==> src/rtl/tt_vga_pkg.sv <==
// Shared definitions for the Tiny VGA PMOD receiver: bus bit positions,
// RGB222 packing order and the default counter width.
package tt_vga_pkg;

    localparam int CW_DEFAULT = 11;

    // Bit positions of the Tiny VGA PMOD bus as driven on uo_out[7:0]
    localparam int PMOD_R1    = 0;
    localparam int PMOD_G1    = 1;
    localparam int PMOD_B1    = 2;
    localparam int PMOD_VSYNC = 3;
    localparam int PMOD_R0    = 4;
    localparam int PMOD_G0    = 5;
    localparam int PMOD_B0    = 6;
    localparam int PMOD_HSYNC = 7;

    // Pixel colour as presented downstream, MSB first: {R1,R0,G1,G0,B1,B0}
    typedef struct packed {
        logic r1;
        logic r0;
        logic g1;
        logic g0;
        logic b1;
        logic b0;
    } rgb222_t;

    // Regroup the interleaved PMOD colour bits into per-channel pairs
    function automatic rgb222_t pmod_to_rgb(input logic [7:0] bus);
        rgb222_t c;
        c.r1 = bus[PMOD_R1];
        c.r0 = bus[PMOD_R0];
        c.g1 = bus[PMOD_G1];
        c.g0 = bus[PMOD_G0];
        c.b1 = bus[PMOD_B1];
        c.b0 = bus[PMOD_B0];
        return c;
    endfunction

endpackage

==> src/rtl/tt_vga_sync_axis.sv <==
// One timing axis of the receiver (used once for lines, once for frames):
// leading-edge detector, saturating position counter, period latch and an
// "equal twice in a row" stability indication.
module tt_vga_sync_axis
    import tt_vga_pkg::*;
#(
    parameter int   CW  = CW_DEFAULT,
    parameter logic POL = 1'b0
) (
    input  logic          clk,
    input  logic          rst,
    input  logic          en,
    input  logic          sync,
    input  logic          step,
    output logic          sync_edge,
    output logic [CW-1:0] pos,
    output logic          sat_first,
    output logic          latch,
    output logic          stable_next,
    output logic [CW-1:0] period
);

    localparam logic [CW-1:0] POS_MAX = '1;

    logic          prev_sync;
    logic [CW-1:0] pos_q;
    logic          seen_edge;
    logic          have_period;
    logic          stable_q;
    logic [CW-1:0] period_new;

    // Position of the sample being taken now, plus edge/latch/stability decisions
    always_comb begin
        sync_edge   = en && (sync == POL) && (prev_sync != POL);
        pos         = pos_q;
        sat_first   = 1'b0;
        if (sync_edge) begin
            pos = '0;
        end else if (step) begin
            if (pos_q != POS_MAX) begin
                pos = pos_q + 1'b1;
            end
            sat_first = (pos_q == POS_MAX - 1'b1);
        end
        period_new  = (pos_q == POS_MAX) ? POS_MAX : pos_q + 1'b1;
        latch       = sync_edge && seen_edge;
        stable_next = latch ? (have_period && (period_new == period)) : stable_q;
    end

    // Axis state only moves on pixel strobes; the period is captured from the second edge on
    always_ff @(posedge clk) begin
        if (rst) begin
            prev_sync   <= ~POL;
            pos_q       <= '0;
            seen_edge   <= 1'b0;
            have_period <= 1'b0;
            stable_q    <= 1'b0;
            period      <= '0;
        end else if (en) begin
            prev_sync <= sync;
            pos_q     <= pos;
            stable_q  <= stable_next;
            if (sync_edge) begin
                seen_edge <= 1'b1;
            end
            if (latch) begin
                period      <= period_new;
                have_period <= 1'b1;
            end
        end
    end

endmodule

==> src/rtl/tt_vga_pmod_rx.sv <==
// Receive side of the Tiny VGA PMOD bus: recovers sync timing, emits the
// active-region pixel stream with coordinates and measures line/frame size.
module tt_vga_pmod_rx
    import tt_vga_pkg::*;
#(
    parameter int   CW        = CW_DEFAULT,
    parameter int   H_SYNC    = 96,
    parameter int   H_BP      = 48,
    parameter int   H_ACTIVE  = 640,
    parameter int   V_SYNC    = 2,
    parameter int   V_BP      = 33,
    parameter int   V_ACTIVE  = 480,
    parameter logic HSYNC_POL = 1'b0,
    parameter logic VSYNC_POL = 1'b0
) (
    input  logic          clk,
    input  logic          rst,
    input  logic          pix_en,
    input  logic [7:0]    pmod_in,
    output logic          pix_valid,
    output logic [CW-1:0] pix_x,
    output logic [CW-1:0] pix_y,
    output logic [5:0]    pix_rgb,
    output logic          frame_start,
    output logic [CW-1:0] line_len,
    output logic [CW-1:0] frame_lines,
    output logic          locked,
    output logic          sync_err
);

    localparam logic [CW-1:0] H_START = CW'(H_SYNC + H_BP);
    localparam logic [CW-1:0] H_END   = CW'(H_SYNC + H_BP + H_ACTIVE);
    localparam logic [CW-1:0] V_START = CW'(V_SYNC + V_BP);
    localparam logic [CW-1:0] V_END   = CW'(V_SYNC + V_BP + V_ACTIVE);

    logic          h_edge;
    logic [CW-1:0] h_pos;
    logic          h_sat;
    logic          h_latch;
    logic          h_stable_next;
    logic          v_edge;
    logic [CW-1:0] v_pos;
    logic          v_sat;
    logic          v_latch;
    logic          v_stable_next;
    logic          in_window;
    logic [CW-1:0] x_next;
    logic [CW-1:0] y_next;
    logic          unused_v;

    tt_vga_sync_axis #(
        .CW  (CW),
        .POL (HSYNC_POL)
    ) u_h_axis (
        .clk         (clk),
        .rst         (rst),
        .en          (pix_en),
        .sync        (pmod_in[PMOD_HSYNC]),
        .step        (pix_en),
        .sync_edge   (h_edge),
        .pos         (h_pos),
        .sat_first   (h_sat),
        .latch       (h_latch),
        .stable_next (h_stable_next),
        .period      (line_len)
    );

    tt_vga_sync_axis #(
        .CW  (CW),
        .POL (VSYNC_POL)
    ) u_v_axis (
        .clk         (clk),
        .rst         (rst),
        .en          (pix_en),
        .sync        (pmod_in[PMOD_VSYNC]),
        .step        (h_edge),
        .sync_edge   (v_edge),
        .pos         (v_pos),
        .sat_first   (v_sat),
        .latch       (v_latch),
        .stable_next (v_stable_next),
        .period      (frame_lines)
    );

    // The vertical edge only drives the counter inside the axis, and a missing
    // vsync is not reported as an error, so these two are intentionally dropped.
    assign unused_v = v_edge ^ v_sat;

    // Active-window test and region-relative coordinates for the current sample
    always_comb begin
        in_window = pix_en &&
                    (h_pos >= H_START) && (h_pos < H_END) &&
                    (v_pos >= V_START) && (v_pos < V_END);
        x_next    = h_pos - H_START;
        y_next    = v_pos - V_START;
    end

    // Output registers: pulses drop when idle, pixel data and lock state hold
    always_ff @(posedge clk) begin
        if (rst) begin
            pix_valid   <= 1'b0;
            pix_x       <= '0;
            pix_y       <= '0;
            pix_rgb     <= '0;
            frame_start <= 1'b0;
            sync_err    <= 1'b0;
            locked      <= 1'b0;
        end else begin
            pix_valid   <= in_window;
            frame_start <= in_window && (x_next == '0) && (y_next == '0);
            sync_err    <= h_sat;
            if (in_window) begin
                pix_x   <= x_next;
                pix_y   <= y_next;
                pix_rgb <= pmod_to_rgb(pmod_in);
            end
            if (h_sat) begin
                locked <= 1'b0;
            end else if (h_latch || v_latch) begin
                locked <= h_stable_next && v_stable_next;
            end
        end
    end

endmodule

==> config.mk <==
export PLATFORM = sky130hd
export DESIGN_NAME = tt_vga_pmod_rx
export DESIGN_NICKNAME = d
export VERILOG_FILES = /design/src/rtl/tt_vga_pkg.sv /design/src/rtl/tt_vga_sync_axis.sv /design/src/rtl/tt_vga_pmod_rx.sv
export SDC_FILE = /design/constraint.sdc
export NUM_CORES = 1
export LEC_CHECK = 0
export ABC_CLOCK_PERIOD_IN_PS = 5700
export BUFFER_PORTS_ARGS = -buffer_cell sky130_fd_sc_hd__buf_4
export CORE_MARGIN = 2
export CORE_UTILIZATION = 30
export DETAILED_ROUTE_END_ITERATION = 12
export PLACE_DENSITY = 0.56
export SYNTH_ARGS = -nofsm -noshare
export SYNTH_HDL_FRONTEND = slang
export SYNTH_SLANG_ARGS = --single-unit
==> constraint.sdc <==
create_clock -name clk -period 5.7 [get_ports clk]
set_clock_uncertainty 0.15 [all_clocks]
set_input_delay 0.57 -clock clk [delete_from_list [all_inputs] [get_ports clk]]
set_output_delay 0.57 -clock clk [all_outputs]
set_load 0.01 [all_outputs]
======== Word level (Yosys, flattened, before mapping) ========
Cells that the tools add are included.
word-level totals
  register bits after elaboration ......... 84
  input bits .............................. 11
  output and inout bits ................... 54
operators by class
  $add $sub $neg .......................... 4
  order comparisons ....................... 4
  eq/ne operators ......................... 7
  muxes and demuxes ....................... 12
  bitwise operators ....................... 2
  reductions and logical operators ........ 23
operator list
  cell                     count
  $mux W11                 8
  $eq A11 B11 Y1 const B   3
  $add A11 B1 Y11 const B  2
  $eq A11 B11 Y1           2
  $logic_not A11 Y1        2
  $lt A11 B10 Y1 const B   2
  $ne A11 B11 Y1 const B   2
  $logic_and A1 B1 Y1      15
  $ge A11 B6 Y1 const B    1
  $ge A11 B8 Y1 const B    1
  $sub A11 B6 Y11 const B  1
  $sub A11 B8 Y11 const B  1
  $reduce_and A2 Y1        4
  $mux W1                  4
  $not A1 Y1               2
  $reduce_or A2 Y1         1
  $logic_or A1 B1 Y1       1

======== Depth between registers and ports, before layout ========
  word-level depth ........................ 11
  mapped depth ............................ 16
  gate-level depth less buffers ........... 13

======== Modules after synthesis ========
From an unflattened synthesis, not the netlist that was laid out.
unflattened totals
  cells, all modules ...................... 661
  area total of the unflattened synthesis .. 5172.5 um^2
modules (own cells, without submodules)
  module            times used  cells an instance  area an instance (um^2)
  tt_vga_sync_axis  2           240                1808.0
  tt_vga_pmod_rx    1           181                1556.5

======== Worst setup path before layout ========
OpenSTA, ideal clock, no wires.
  kind .................................... register -> register
  start point ............................. register u_v_axis.pos_q[0]
  end point ............................... register pix_x[4]
  library setup time ...................... 0.128 ns
  data arrival time ....................... 3.477 ns
  data required time ...................... 5.422 ns
  setup slack ............................. 1.945 ns
  cell stages (with the launch flop) ...... 16
  clock period less this slack ............ 3.755 ns
  cell sequence ........................... dfxtp_1 -> ha_1 -> nand3_2 -> nor3_1 -> inv_1 -> clkbuf_1 -> ha_1 -> mux2i_1 -> a311oi_1 -> a211o_1 -> o31a_1 -> a211oi_2 -> buf_6 -> buf_12 -> mux2i_1 -> nor2_1
on the way
  longest elaborated chain between the ends .. 7
  elaborated cells between the ends (all ways) .. 9
ends and longest elaborated chain
  what                                               line                                            source
  from (decl)                                        tt_vga_sync_axis.sv:26                          logic [CW-1:0] pos_q;
  from (signal assigned)                             tt_vga_sync_axis.sv:61                          pos_q <= pos;
  $add A11 B1 Y11 or $ne A11 B11 Y1 (tied branches)  tt_vga_sync_axis.sv:41, tt_vga_sync_axis.sv:40
  $mux W11                                           tt_vga_sync_axis.sv:40                          if (pos_q != POS_MAX) begin
  $mux W11 (*)                                       tt_vga_sync_axis.sv:39                          end else if (step) begin
  $mux W11 (*)                                       tt_vga_sync_axis.sv:37                          if (sync_edge) begin
  $ge A11 B6 Y1                                      tt_vga_pmod_rx.sv:93                            (v_pos >= V_START) && (v_pos < V_END);
  $logic_and A1 B1 Y1                                tt_vga_pmod_rx.sv:92                            (h_pos >= H_START) && (h_pos < H_END) &&
  $logic_and A1 B1 Y1 (*)                            tt_vga_pmod_rx.sv:93
  to (signal assigned)                               tt_vga_pmod_rx.sv:113                           pix_x <= x_next;
  to (decl)                                          tt_vga_pmod_rx.sv:21                            output logic [CW-1:0] pix_x,
Mark *: on every way between the ends. The rest lies on a longest branch, timed or not.
A chain may end at the register's enable or synchronous reset.

======== Worst setup path in the final report ========
  start point ............................. register u_v_axis.pos_q[0]
  end point ............................... register frame_start
on the way
  longest elaborated chain between the ends .. 9
  elaborated cells between the ends (all ways) .. 13
ends and longest elaborated chain
  what                                                                     line                                            source
  $add A11 B1 Y11 or $ne A11 B11 Y1 (tied branches)                        tt_vga_sync_axis.sv:41, tt_vga_sync_axis.sv:40
  $mux W11                                                                 tt_vga_sync_axis.sv:40
  $mux W11 (*)                                                             tt_vga_sync_axis.sv:39
  $mux W11 (*)                                                             tt_vga_sync_axis.sv:37
  parallel branches: the longest is 4 deep, another holds $sub A11 B6 Y11  -
  $logic_and A1 B1 Y1 (*)                                                  tt_vga_pmod_rx.sv:110                           frame_start <= in_window && (x_next == '0) && (y_next == '0);
  to (signal assigned)                                                     tt_vga_pmod_rx.sv:110
  to (decl)                                                                tt_vga_pmod_rx.sv:24                            output logic frame_start,
Mark *: on every way between the ends.

==> impl_metrics.ini <==
[die]
die-area_um2 = 17680
io_pins = 65
num_rows = 47
die_x_um = 133.0
start_util_pct = 30.41
dieHeight_um = 133.0
core-area_um2 = 16410

[pwr]
powerDensity_nw_per_um2 = 238.7
power_frac_seq_pct = 42.7
clkPwrFrac_pct = 51.7
cellLeakagePower_uw = 0.002150
swShare_pct = 22.13
combPwrFrac_pct = 5.5
internal-power_uw = 1100
irDropWorstVdd_uv = 151.0
switchingPower_uw = 312.8

[detailed_routing]
drtIter0Drc = 346
vias = 4604
drtAntennaViolNets = 0
first_pass_iters = 4
wl_per_cell_um = 15.42
route.detailed.drc = 0
finalWirelength_um = 13370
vias_per_cell = 5.310

[timing]
slew_headroom_pct = 37.07
rsz0062_at_grt = no
final_hold_viol_count = 0
setup_viol = 0
worst_pin_slew_ns = 0.9440
period_share_pct = 83.33
post-route-min-period_ns = 4.750
hold_ws_ns = 0.2994
finalMaxSlewViolations = 0
setup-tns-final_ns = 0
max_freq_ghz = 0.2105

[synth]
ys_seq_area_share_pct = 33.70
ys_top_cells_by_area = dfxtp_1 34%, nor2_1 6.7%, mux2i_1 4.8%, xnor2_1 3.9%, nand2_1 2.9%
yosysTopAreaCell = dfxtp_1
synth_simple_gate_area_share_pct = 25.95
synth_compound_area_share_pct = 21.44
synthArstFlopShare_pct = 0
synth-xor-area-share_pct = 6.068
syn_area_um2 = 4990
muxShareOfSynthArea_pct = 5.341
synth_nets = 631
synth_fa_ha_area_share_pct = 2.257
synth_top_area_share_pct = 33.70
synth.avg_cell_area_um2 = 8.167
yosysWarnings = 0
synth_ff_type = dfxtp_1
netlist_instances = 611
ys_ff_latch = 84
synth_edf_count = 0
synth_cell_type_count = 68
synth_top_family_by_area = simple AND/OR/NAND/NOR gates

[run]
drv_cap = 0

[critical_path]
cp.arrival_ns = 4.89
cpMostUsedCell = ha_1
slowest_stage = a311oi_1
crit_start = u_v_axis.pos_q[0]
r2r_start = u_v_axis.pos_q[0]
setup.worst_path.end_class = flop
r2r_setup_slack_ns = 0.95
path_depth = 13
path_cells = ha_1, nand3_2, nor3_1, inv_1, ha_1, mux2i_1, a311oi_1, a211o_1, o211ai_1, a211oi_4, buf_4, nor2b_1, and4_1
r2r-end = frame_start
worstPathRequired_ns = 5.84
critPathMaxFanout = 39
ff2ff_path_depth = 13
cp-endpoint = frame_start
startpoint_type = flop
crit_buf_inv = 2
path_class = flop to flop
slowest_delay_ns = 0.67
path_delay_family = compound AO/OA/AOI/OAI gates

[placement]
gp_congestion = 0.8694
dp_hpwl_um = 9719
place_inst = 851
io_buffers = 64
placed_cell_area_um2 = 5548

[grt]
grt_pass1_vias = 4247
grt_pass1_wl_um = 22050
overflow = 0
grt_max_degree = 85
track_usage_pct = 15.46
antenna_found_initial = 0

[cts]
htreeDepth = 3
tritoncts = done
cts-buffers-inserted = 9
hold_buffers = 0
insertion_delay_ns = 0.35
cts-root-buf = clkbuf_16
path_clk_slew_ns = 0.07
cts_resized = 0
post-cts-setup-buffer-count = 0
clock_sinks = 84
cts_buffer_depth = 2

[hold_path]
hold_class = primary input to flop
worstHoldStart = pmod_in[3]

[cells_and_area]
multi_input_area_um2 = 3054
area_growth_pct = 18.63
antenna_cells = 0
instances_no_fill = 867
seqCellArea_um2 = 1682
nets = 662
fillers = 1725
final_util_pct = 36.08
design_area_um2 = 5919
drive_gt1_share_pct = 14.84

[run_status]
status = completed
layout by cell type (no fill, tap or decap), drive strengths merged, types with 7 or more instances in the layout:
| master | synthesis | layout |
|---|---|---|
| inv | 11 | 12 |
| and3 | 14 | 14 |
| a21oi | 25 | 25 |
| buf | 20 | 66 |
| o211ai | 15 | 15 |
| a311oi | 14 | 14 |
| nor2b | 14 | 14 |
| o21ai | 19 | 19 |
| nand2b | 11 | 11 |
| xnor2 | 22 | 22 |
| a31oi | 12 | 12 |
| xor2 | 10 | 10 |
| nor3 | 23 | 23 |
| a211oi | 15 | 15 |
| clkbuf | 26 | 9 |
| nor2 | 89 | 89 |
| ha | 9 | 9 |
| nand4 | 11 | 11 |
| nor4 | 7 | 7 |
| nand2 | 39 | 39 |
| dfxtp | 84 | 84 |
| mux2i | 24 | 24 |
| and2 | 7 | 7 |
| nand3 | 17 | 17 |
layout make-up:
type | count | area share [%]
Multi-Input combinational cell | 470 | 51.60
Sequential cell | 84 | 28.41
Timing Repair Buffer | 66 | 8.370
Tap cell | 220 | 4.650
Clock buffer | 9 | 3.805
Clock inverter | 7 | 2.473
Inverter | 11 | 0.6975
power groups by stage:
stage / Combinational (uW) / Sequential (uW) / Clock (uW)
global placement: 77.3 / 616 / 0
CTS: 79.0 / 604 / 746
floorplan: 53.7 / 615 / 0
detailed placement: 78.5 / 617 / 0
global route: 87.4 / 605 / 771
finish: 78.2 / 604 / 731
flip-flops by register name, summed over array words and instances (netlist names):
name	cells
u_h_axis.stable_q	1
u_v_axis.pos_q	11
locked	1
pix_valid	1
u_v_axis.prev_sync	1
u_h_axis.seen_edge	1
u_h_axis.pos_q	11
u_v_axis.have_period	1
u_v_axis.seen_edge	1
pix_y	11
sync_err	1
pix_x	11
pix_rgb	6
frame_start	1
u_v_axis.period	11
u_h_axis.have_period	1
u_h_axis.prev_sync	1
u_h_axis.period	11
u_v_axis.stable_q	1
synthesized netlist by cell type (3+ instances only):
cell type  instances
nor2_1            89
dfxtp_1           84
nand2_1           39
clkbuf_1          26
a21oi_1           25
mux2i_1           24
nor3_1            22
xnor2_1           22
o21ai_0           19
nand3_1           15
o211ai_1          15
a311oi_1          14
and3_1            14
nor2b_1           14
a211oi_1          13
buf_2             13
a31oi_1           11
nand2b_1          11
inv_1             10
nand4_1           10
xor2_1            10
ha_1               9
and2_1             7
nor4_1             7
a211o_1            6
and4_1             6
a41oi_1            5
o21a_1             4
a311o_1            3
a31o_2             3
a32o_1             3
a32oi_1            3
buf_1              3
nand4b_1           3
o31ai_1            3
or3_1              3
metal layers:
metal	share of wire, %	up-vias	global-route usage, %
met5	0	-	0
met4	2.0	0	5.317
met3	5.5	18	3.602
met2	41	127	21.56
met1	52	2155	23.07
li1	-	2304	-
per-stage QoR:
stage / power (uW) / worst slack, ns
global placement: 693.8 / 1.107
floorplan: 669.2 / 1.945
finish: 1413 / 0.9503
CTS: 1428 / 0.9586
global route: 1463 / 0.5444
detailed placement: 695.5 / 0.9810
cells by family after synthesis:
kind of cell    after synthesis
simple gates                255
flops                        84
mux                          26
fa+ha+maj                     9
xor+xnor                     33
compound gates              147
buf+inv                      57
worst min path at each step:
| stage | end | cells after the start | slack, ns |
|---|---|---|---|
| final | u_v_axis.prev_sync | 2 | 0.30 |
| after global routing | u_v_axis.prev_sync | 2 | 0.30 |
| after CTS | u_v_axis.prev_sync | 2 | 0.29 |
| after detailed placement | u_v_axis.have_period | 2 | 0.31 |
| after global placement | u_v_axis.have_period | 2 | 0.30 |
| after floorplan | u_v_axis.have_period | 2 | 0.28 |
Note: power is estimated with default switching activity, not from simulation.
